==> src/rtl/mips_pkg.sv <==
// Shared encodings for the multicycle MIPS32 control path: opcodes, ALUOp,
// datapath mux selects and the main control state enum.
package mips_pkg;

    localparam logic [5:0] OP_R    = 6'h00;
    localparam logic [5:0] OP_J    = 6'h02;
    localparam logic [5:0] OP_BEQ  = 6'h04;
    localparam logic [5:0] OP_ADDI = 6'h08;
    localparam logic [5:0] OP_LW   = 6'h23;
    localparam logic [5:0] OP_SW   = 6'h2B;

    localparam logic [1:0] ALUOP_ADD   = 2'd0;
    localparam logic [1:0] ALUOP_SUB   = 2'd1;
    localparam logic [1:0] ALUOP_FUNCT = 2'd2;

    localparam logic [1:0] SRCB_B       = 2'd0;
    localparam logic [1:0] SRCB_FOUR    = 2'd1;
    localparam logic [1:0] SRCB_IMM     = 2'd2;
    localparam logic [1:0] SRCB_IMM_SH2 = 2'd3;

    localparam logic [1:0] PCSRC_ALU    = 2'd0;
    localparam logic [1:0] PCSRC_ALUOUT = 2'd1;
    localparam logic [1:0] PCSRC_JUMP   = 2'd2;

    typedef enum logic [3:0] {
        ST_FETCH   = 4'd0,
        ST_DECODE  = 4'd1,
        ST_MEMADDR = 4'd2,
        ST_MEMRD   = 4'd3,
        ST_MEMWB   = 4'd4,
        ST_MEMWR   = 4'd5,
        ST_REXEC   = 4'd6,
        ST_RWB     = 4'd7,
        ST_IEXEC   = 4'd8,
        ST_IWB     = 4'd9,
        ST_BRANCH  = 4'd10,
        ST_JUMP    = 4'd11
    } state_t;

    function automatic logic is_known_opcode(input logic [5:0] op);
        return (op == OP_R) || (op == OP_J) || (op == OP_BEQ) ||
               (op == OP_ADDI) || (op == OP_LW) || (op == OP_SW);
    endfunction

endpackage

==> src/rtl/mips_multicycle_control.sv <==
// Main control FSM of the multicycle MIPS32 datapath: sequences each
// instruction, drives datapath enables/selects and counts retirements.
module mips_multicycle_control
    import mips_pkg::*;
#(
    parameter bit MEM_WAIT_EN = 1'b1,
    parameter int CNT_W       = 32
) (
    input  logic             clk,
    input  logic             reset,
    input  logic [5:0]       opcode,
    input  logic             mem_ready,
    output logic             pc_write,
    output logic             pc_write_cond,
    output logic             i_or_d,
    output logic             mem_read,
    output logic             mem_write,
    output logic             ir_write,
    output logic             mem_to_reg,
    output logic             reg_dst,
    output logic             reg_write,
    output logic             alu_src_a,
    output logic [1:0]       alu_src_b,
    output logic [1:0]       alu_op,
    output logic [1:0]       pc_source,
    output logic             illegal_op,
    output logic             instr_done,
    output logic [CNT_W-1:0] instr_count
);

    state_t           state_reg, state_next;
    logic             ready;
    logic             retire_next;
    logic             illegal_next;
    logic             illegal_reg;
    logic             done_reg;
    logic [CNT_W-1:0] count_reg;

    assign ready = MEM_WAIT_EN ? mem_ready : 1'b1;

    always_ff @(posedge clk) begin
        if (reset) begin
            state_reg   <= ST_FETCH;
            illegal_reg <= 1'b0;
            done_reg    <= 1'b0;
            count_reg   <= '0;
        end else begin
            state_reg   <= state_next;
            illegal_reg <= illegal_next;
            done_reg    <= retire_next;
            if (retire_next) begin
                count_reg <= count_reg + 1'b1;
            end
        end
    end

    always_comb begin
        state_next    = ST_FETCH;
        retire_next   = 1'b0;
        illegal_next  = 1'b0;
        pc_write      = 1'b0;
        pc_write_cond = 1'b0;
        i_or_d        = 1'b0;
        mem_read      = 1'b0;
        mem_write     = 1'b0;
        ir_write      = 1'b0;
        mem_to_reg    = 1'b0;
        reg_dst       = 1'b0;
        reg_write     = 1'b0;
        alu_src_a     = 1'b0;
        alu_src_b     = SRCB_B;
        alu_op        = ALUOP_ADD;
        pc_source     = PCSRC_ALU;

        case (state_reg)
            ST_FETCH: begin
                mem_read   = 1'b1;
                alu_src_b  = SRCB_FOUR;
                ir_write   = ready;
                pc_write   = ready;
                state_next = ready ? ST_DECODE : ST_FETCH;
            end
            ST_DECODE: begin
                // Branch target is computed speculatively into ALUOut here.
                alu_src_b = SRCB_IMM_SH2;
                case (opcode)
                    OP_LW, OP_SW: state_next = ST_MEMADDR;
                    OP_R:         state_next = ST_REXEC;
                    OP_BEQ:       state_next = ST_BRANCH;
                    OP_J:         state_next = ST_JUMP;
                    OP_ADDI:      state_next = ST_IEXEC;
                    default:      state_next = ST_FETCH;
                endcase
                illegal_next = !is_known_opcode(opcode);
            end
            ST_MEMADDR: begin
                alu_src_a  = 1'b1;
                alu_src_b  = SRCB_IMM;
                state_next = (opcode == OP_LW) ? ST_MEMRD : ST_MEMWR;
            end
            ST_MEMRD: begin
                mem_read   = 1'b1;
                i_or_d     = 1'b1;
                state_next = ready ? ST_MEMWB : ST_MEMRD;
            end
            ST_MEMWB: begin
                reg_write   = 1'b1;
                mem_to_reg  = 1'b1;
                retire_next = 1'b1;
            end
            ST_MEMWR: begin
                mem_write   = 1'b1;
                i_or_d      = 1'b1;
                retire_next = ready;
                state_next  = ready ? ST_FETCH : ST_MEMWR;
            end
            ST_REXEC: begin
                alu_src_a  = 1'b1;
                alu_op     = ALUOP_FUNCT;
                state_next = ST_RWB;
            end
            ST_RWB: begin
                reg_write   = 1'b1;
                reg_dst     = 1'b1;
                retire_next = 1'b1;
            end
            ST_IEXEC: begin
                alu_src_a  = 1'b1;
                alu_src_b  = SRCB_IMM;
                state_next = ST_IWB;
            end
            ST_IWB: begin
                reg_write   = 1'b1;
                retire_next = 1'b1;
            end
            ST_BRANCH: begin
                alu_src_a     = 1'b1;
                alu_op        = ALUOP_SUB;
                pc_write_cond = 1'b1;
                pc_source     = PCSRC_ALUOUT;
                retire_next   = 1'b1;
            end
            ST_JUMP: begin
                pc_write    = 1'b1;
                pc_source   = PCSRC_JUMP;
                retire_next = 1'b1;
            end
            default: begin
                state_next = ST_FETCH;
            end
        endcase
    end

    assign illegal_op  = illegal_reg;
    assign instr_done  = done_reg;
    assign instr_count = count_reg;

endmodule
==> config.mk <==
export PLATFORM = sky130hd
export DESIGN_NAME = mips_multicycle_control
export DESIGN_NICKNAME = d
export VERILOG_FILES = /design/src/rtl/mips_pkg.sv /design/src/rtl/mips_multicycle_control.sv
export SDC_FILE = /design/constraint.sdc
export NUM_CORES = 1
export LEC_CHECK = 0
export CAP_MARGIN = 5
export CORE_ASPECT_RATIO = 1.1
export CORE_MARGIN = 5
export CORE_UTILIZATION = 45
export DETAILED_ROUTE_END_ITERATION = 6
export DONT_BUFFER_PORTS = 1
export GPL_TIMING_DRIVEN = 0
export PLACE_DENSITY_LB_ADDON = 0.08
export RECOVER_POWER = 100
export SYNTH_ARGS = -nofsm -noshare
export SYNTH_HDL_FRONTEND = slang
export SYNTH_SLANG_ARGS = --single-unit
==> constraint.sdc <==
create_clock -name clk -period 2.3 [get_ports clk]
set_input_delay 0.115 -clock clk [delete_from_list [all_inputs] [get_ports clk]]
set_output_delay 0.115 -clock clk [all_outputs]
set_load 0.02 [all_outputs]
# --- Word level (Yosys, flattened, before mapping) ---
# Index checks and enable logic that the tools add are counted.
# W data, S select, Z words.
totals:
  reg_bits: 38
  in_bits: 9
  wordCells: 58
op_classes:
  addsub: 1
  n_eq_ne: 16
  muxes: 20
  bitwise: 1
  reduce_logical: 16
op_table:
  columns: ["op", "n"]
  rows:
  - ["$add A32 B1 Y32 const B", 1]
  - ["$pmux W4 S7", 1]
  - ["$pmux W4 S5", 1]
  - ["$eq A4 B3 Y1 const B", 4]
  - ["$eq A4 B4 Y1 const B", 4]
  - ["$eq A6 B6 Y1 const B", 2]
  - ["$mux W1", 10]
  - ["$reduce_or A2 Y1", 5]
  - ["$mux W3", 3]
  - ["$eq A4 B2 Y1 const B", 2]
  - ["$pmux W2 S2", 2]
  - ["$eq A6 B2 Y1 const B", 1]
  - ["$eq A6 B3 Y1 const B", 1]
  - ["$eq A6 B4 Y1 const B", 1]
  - ["$logic_not A6 Y1", 1]
  - ["$pmux W2 S3", 1]
  - ["$logic_or A1 B1 Y1", 5]
  - ["$reduce_or A5 Y1", 1]
  - ["$eq A4 B1 Y1 const B", 1]
  - ["$logic_not A4 Y1", 1]
  - ["$pmux W1 S2", 2]
  - ["$reduce_or A4 Y1", 1]
  - ["$reduce_or A3 Y1", 1]
  - ["$logic_not A1 Y1", 1]
  - ["$not A1 Y1", 1]

# --- Longest topological paths before layout ---
logic_depth:
  word_depth: 7
  ltp_mapped: 7

# --- Worst setup path before layout ---
# Ideal clock, no wire load.
synth_path:
  kind: "flip-flop to flip-flop"
  from: "register count_reg[2] (netlist: instr_count[2])"
  to: "register count_reg[31] (netlist: instr_count[31])"
  arrival_ns: 2.014
  path_slack_ns: 0.166
  stages_incl_launch_ff: 8
  path_buffers: 2
  cell_sequence: "dfxtp_1 and4_1 buf_6 nand4_4 or3_1 buf_6 nor4_1 mux2_2"
synth_between:
  elab_chain_len: 1
synth_rtl:
  columns: ["element", "line_no", "rtl"]
  rows:
  - ["from (decl)", "mips_multicycle_control.sv:37", "logic [CNT_W-1:0] count_reg;"]
  - ["from (signal assigned)", "mips_multicycle_control.sv:52", "count_reg <= count_reg + 1'b1;"]
  - ["$add A32 B1 Y32", "mips_multicycle_control.sv:52", null]
# Every way passes these cells.
# A chain may end at the register's enable or synchronous reset.

# --- Worst setup path in the final report ---
layout_path:
  from: "register count_reg[7] (netlist: instr_count[7])"
  to: "register count_reg[31] (netlist: instr_count[31])"
# The elaborated chain is that of the path after synthesis.

==> run metrics <==
htree depth=2; CTS sink cnt=38; WP data arrival=2350 ps; Setup crit start kind=register; Primary FF master, synth=dfxtp_1; Setup-failing EPs final=0; Syn. warnings=0; total iterations of the first detailed-routing run=4; Post-synth EDFFs=0; Worst Setup End Kind=register; post-route minimum period=2180 ps; vias in the first global route=1806; PortBufs=0; number of hold violations in the final report=0; Fillers=471; Antenna diodes=0; Post-synth top cells=dfxtp_1, nor2_1, a21oi_1, xnor2_1, nand2_1; DPL Wire Length=3830 um; nets=286; DR vias=1963; fin util=0.512; largest net degree at the start of global routing=13; Synth cell types=54; worst skew pair latency=280 ps; Worst Tran Pin Value=628 ps; WL final=5100 um; CTS tree=yes; total of max-cap violations=0; Critical Path RT=2470 ps; Routed Antenna Nets=0; synthesis-to-layout area growth=11.0%; Max IR drop VDD=0.000246 V; Slowest cell on crit path=dfxtp_1; vias per cell=5.89; Synth Register Bits=38; Yosys top cell by area=dfxtp_1; CP Buf/Inv Count=1; residual DRC count=0; hold_buf cts=0; Avg Cell Area, Syn=7.95 sq um; pwr/cell area=597 nW/um^2; core area=4650 sq um; first-pass GRT wire length=8220 um; Clock transition at path regs=80 ps; Largest register FFs=32; Initial Util=0.461; critical path cell sequence=and3_2 > nand4_4 > or3_1 > buf_6 > nor4_1 > mux2_2; drt first-iter violations=55; skew final=9.28 ps; die width=75.8 um; Worst Path Max Fanout=10; multi-input logic area=1270 sq um; post-synthesis sequential area ratio=0.355; largest cells by area after synthesis=dfxtp_1, xnor2_1, nor2_1; die outline area=6250 sq um; Tcrit/Tclk final=0.946; Post-Syn Nets=280; Hold WC Path Type=in2reg; Overall Global Routing Usage=0.171; crit-path max cell delay=500 ps; result of the run=finished clean; routed length per instance=15.3 um; Synth Cell Area=2150 sq um; Die Y=82.4 um; Synth async-reset ratio=0; cell with the most instances after synthesis=dfxtp_1; max-slew violations=0; total grt overflow=0; setup bufs post-CTS=0; # rows=26; clock root buffer=clkbuf_8; CP top delay family=simple AND/OR/NAND/NOR gates; CTS Buf Count=5; I/O Pins=59; fraction of layout cells with a size suffix above 1=0.137; GPL Wtd Cong=0.878; hold slack=47.0 ps; FF/Latch Area=778 sq um; leak pwr=0.000740 uW; cell count after synthesis=270; initial antenna violation count=0; max_slew headroom=0.578; Worst Path Class, Setup=reg2reg; RSZ-0062 raised after global routing=false; max frequency=460 MHz; Clock Path Buffers=2; Synth top area share=0.355
[layout make-up]
class / count / share of cell area
sequential: 38 / 0.327
inverter: 7 / 0.0110
tap: 56 / 0.0294
clock inverter: 2 / 0.0252
multi-input combinational: 206 / 0.535
buffer: 18 / 0.0378
clock buffer: 6 / 0.0347
[path summary, 6_finish.rpt]
| path | start | end | slack [ps] | depth (start not counted) |
|---|---|---|---|---|
| max reg2reg | instr_count[7]$_SDFFE_PP0P_ | instr_count[31]$_SDFFE_PP0P_ | 120 | 6 |
| max | instr_count[7]$_SDFFE_PP0P_ | instr_count[31]$_SDFFE_PP0P_ | 120 | 6 |
| min | opcode[4] | state_reg[1]$_SDFF_PP0_ | 50 | 3 |
| min reg2reg | instr_count[0]$_SDFFE_PP0P_ | instr_count[0]$_SDFFE_PP0P_ | 600 | 2 |
[cells in the final DEF (no fill, tap or decap), types with 4 or more instances in the layout]
cell and count:
a21oi_1 17, and4_1 4, clkbuf_1 10, clkbuf_8 6, dfxtp_1 28, dfxtp_2 8
inv_1 7, nand2_1 16, nand3_1 9, nand4_1 8, nor2_1 37, nor2b_1 6
nor3_1 7, nor4_1 12, o21ai_0 12, o31ai_1 4, or3_1 8, or4_1 4
xnor2_1 17
[worst register-to-register path: cells and delay by family (launching register included)]
kind                   cells  cell delay [ps]
flip-flops                 1              500
AND/OR/NAND/NOR            4             1050
multiplexers               1              370
buffers and inverters      1              150
[routing by layer]
| layer | vias up | routed length, um | global-route usage | part of all wire |
|---|---|---|---|---|
| met4 | 0 | 92 | 0.0664 | 0.018 |
| met3 | 7 | 311 | 0.0533 | 0.061 |
| met1 | 922 | 2250 | 0.206 | 0.44 |
| met2 | 47 | 2450 | 0.280 | 0.48 |
| li1 | 987 | - | - | - |
| met5 | - | 0 | 0 | 0 |
[logic make-up after synthesis]
family | count (synthesis) | share of synthesized area
and+or+nand+nor | 134 | 0.345
AOI/OAI and AO/OA | 49 | 0.145
DFF | 38 | 0.355
buffers and inverters | 26 | 0.0589
xor gates and xnor gates | 20 | 0.0816
muxes | 2 | 0.00991
adders and majority gates | 1 | 0.00583
[timing repair]
| action | in CTS | in global routing |
|---|---|---|
| resized for setup | 9 | 10 |
| setup endpoints to repair | 7 | 10 |
| hold endpoints to repair | 0 | 0 |
[power breakdown]
part           switching [uW]  internal [uW]
clock                     231            463
sequential               3.26            658
combinational            48.1           20.8
[metrics by stage]
stage               power, uW  worst slack, ps  instance area [sq um]  setup TNS (ps)  instances
finish                   1420              124                   2380               0        333
global route             1490             8.08                   2380               0        333
CTS                      1450             24.5                   2370               0        334
detailed placement        747             -119                   2220            -488        326
global placement          748             -114                   2220            -485        326
floorplan                 733              166                   2150               0        270
Power figures use the tool's default switching activity.
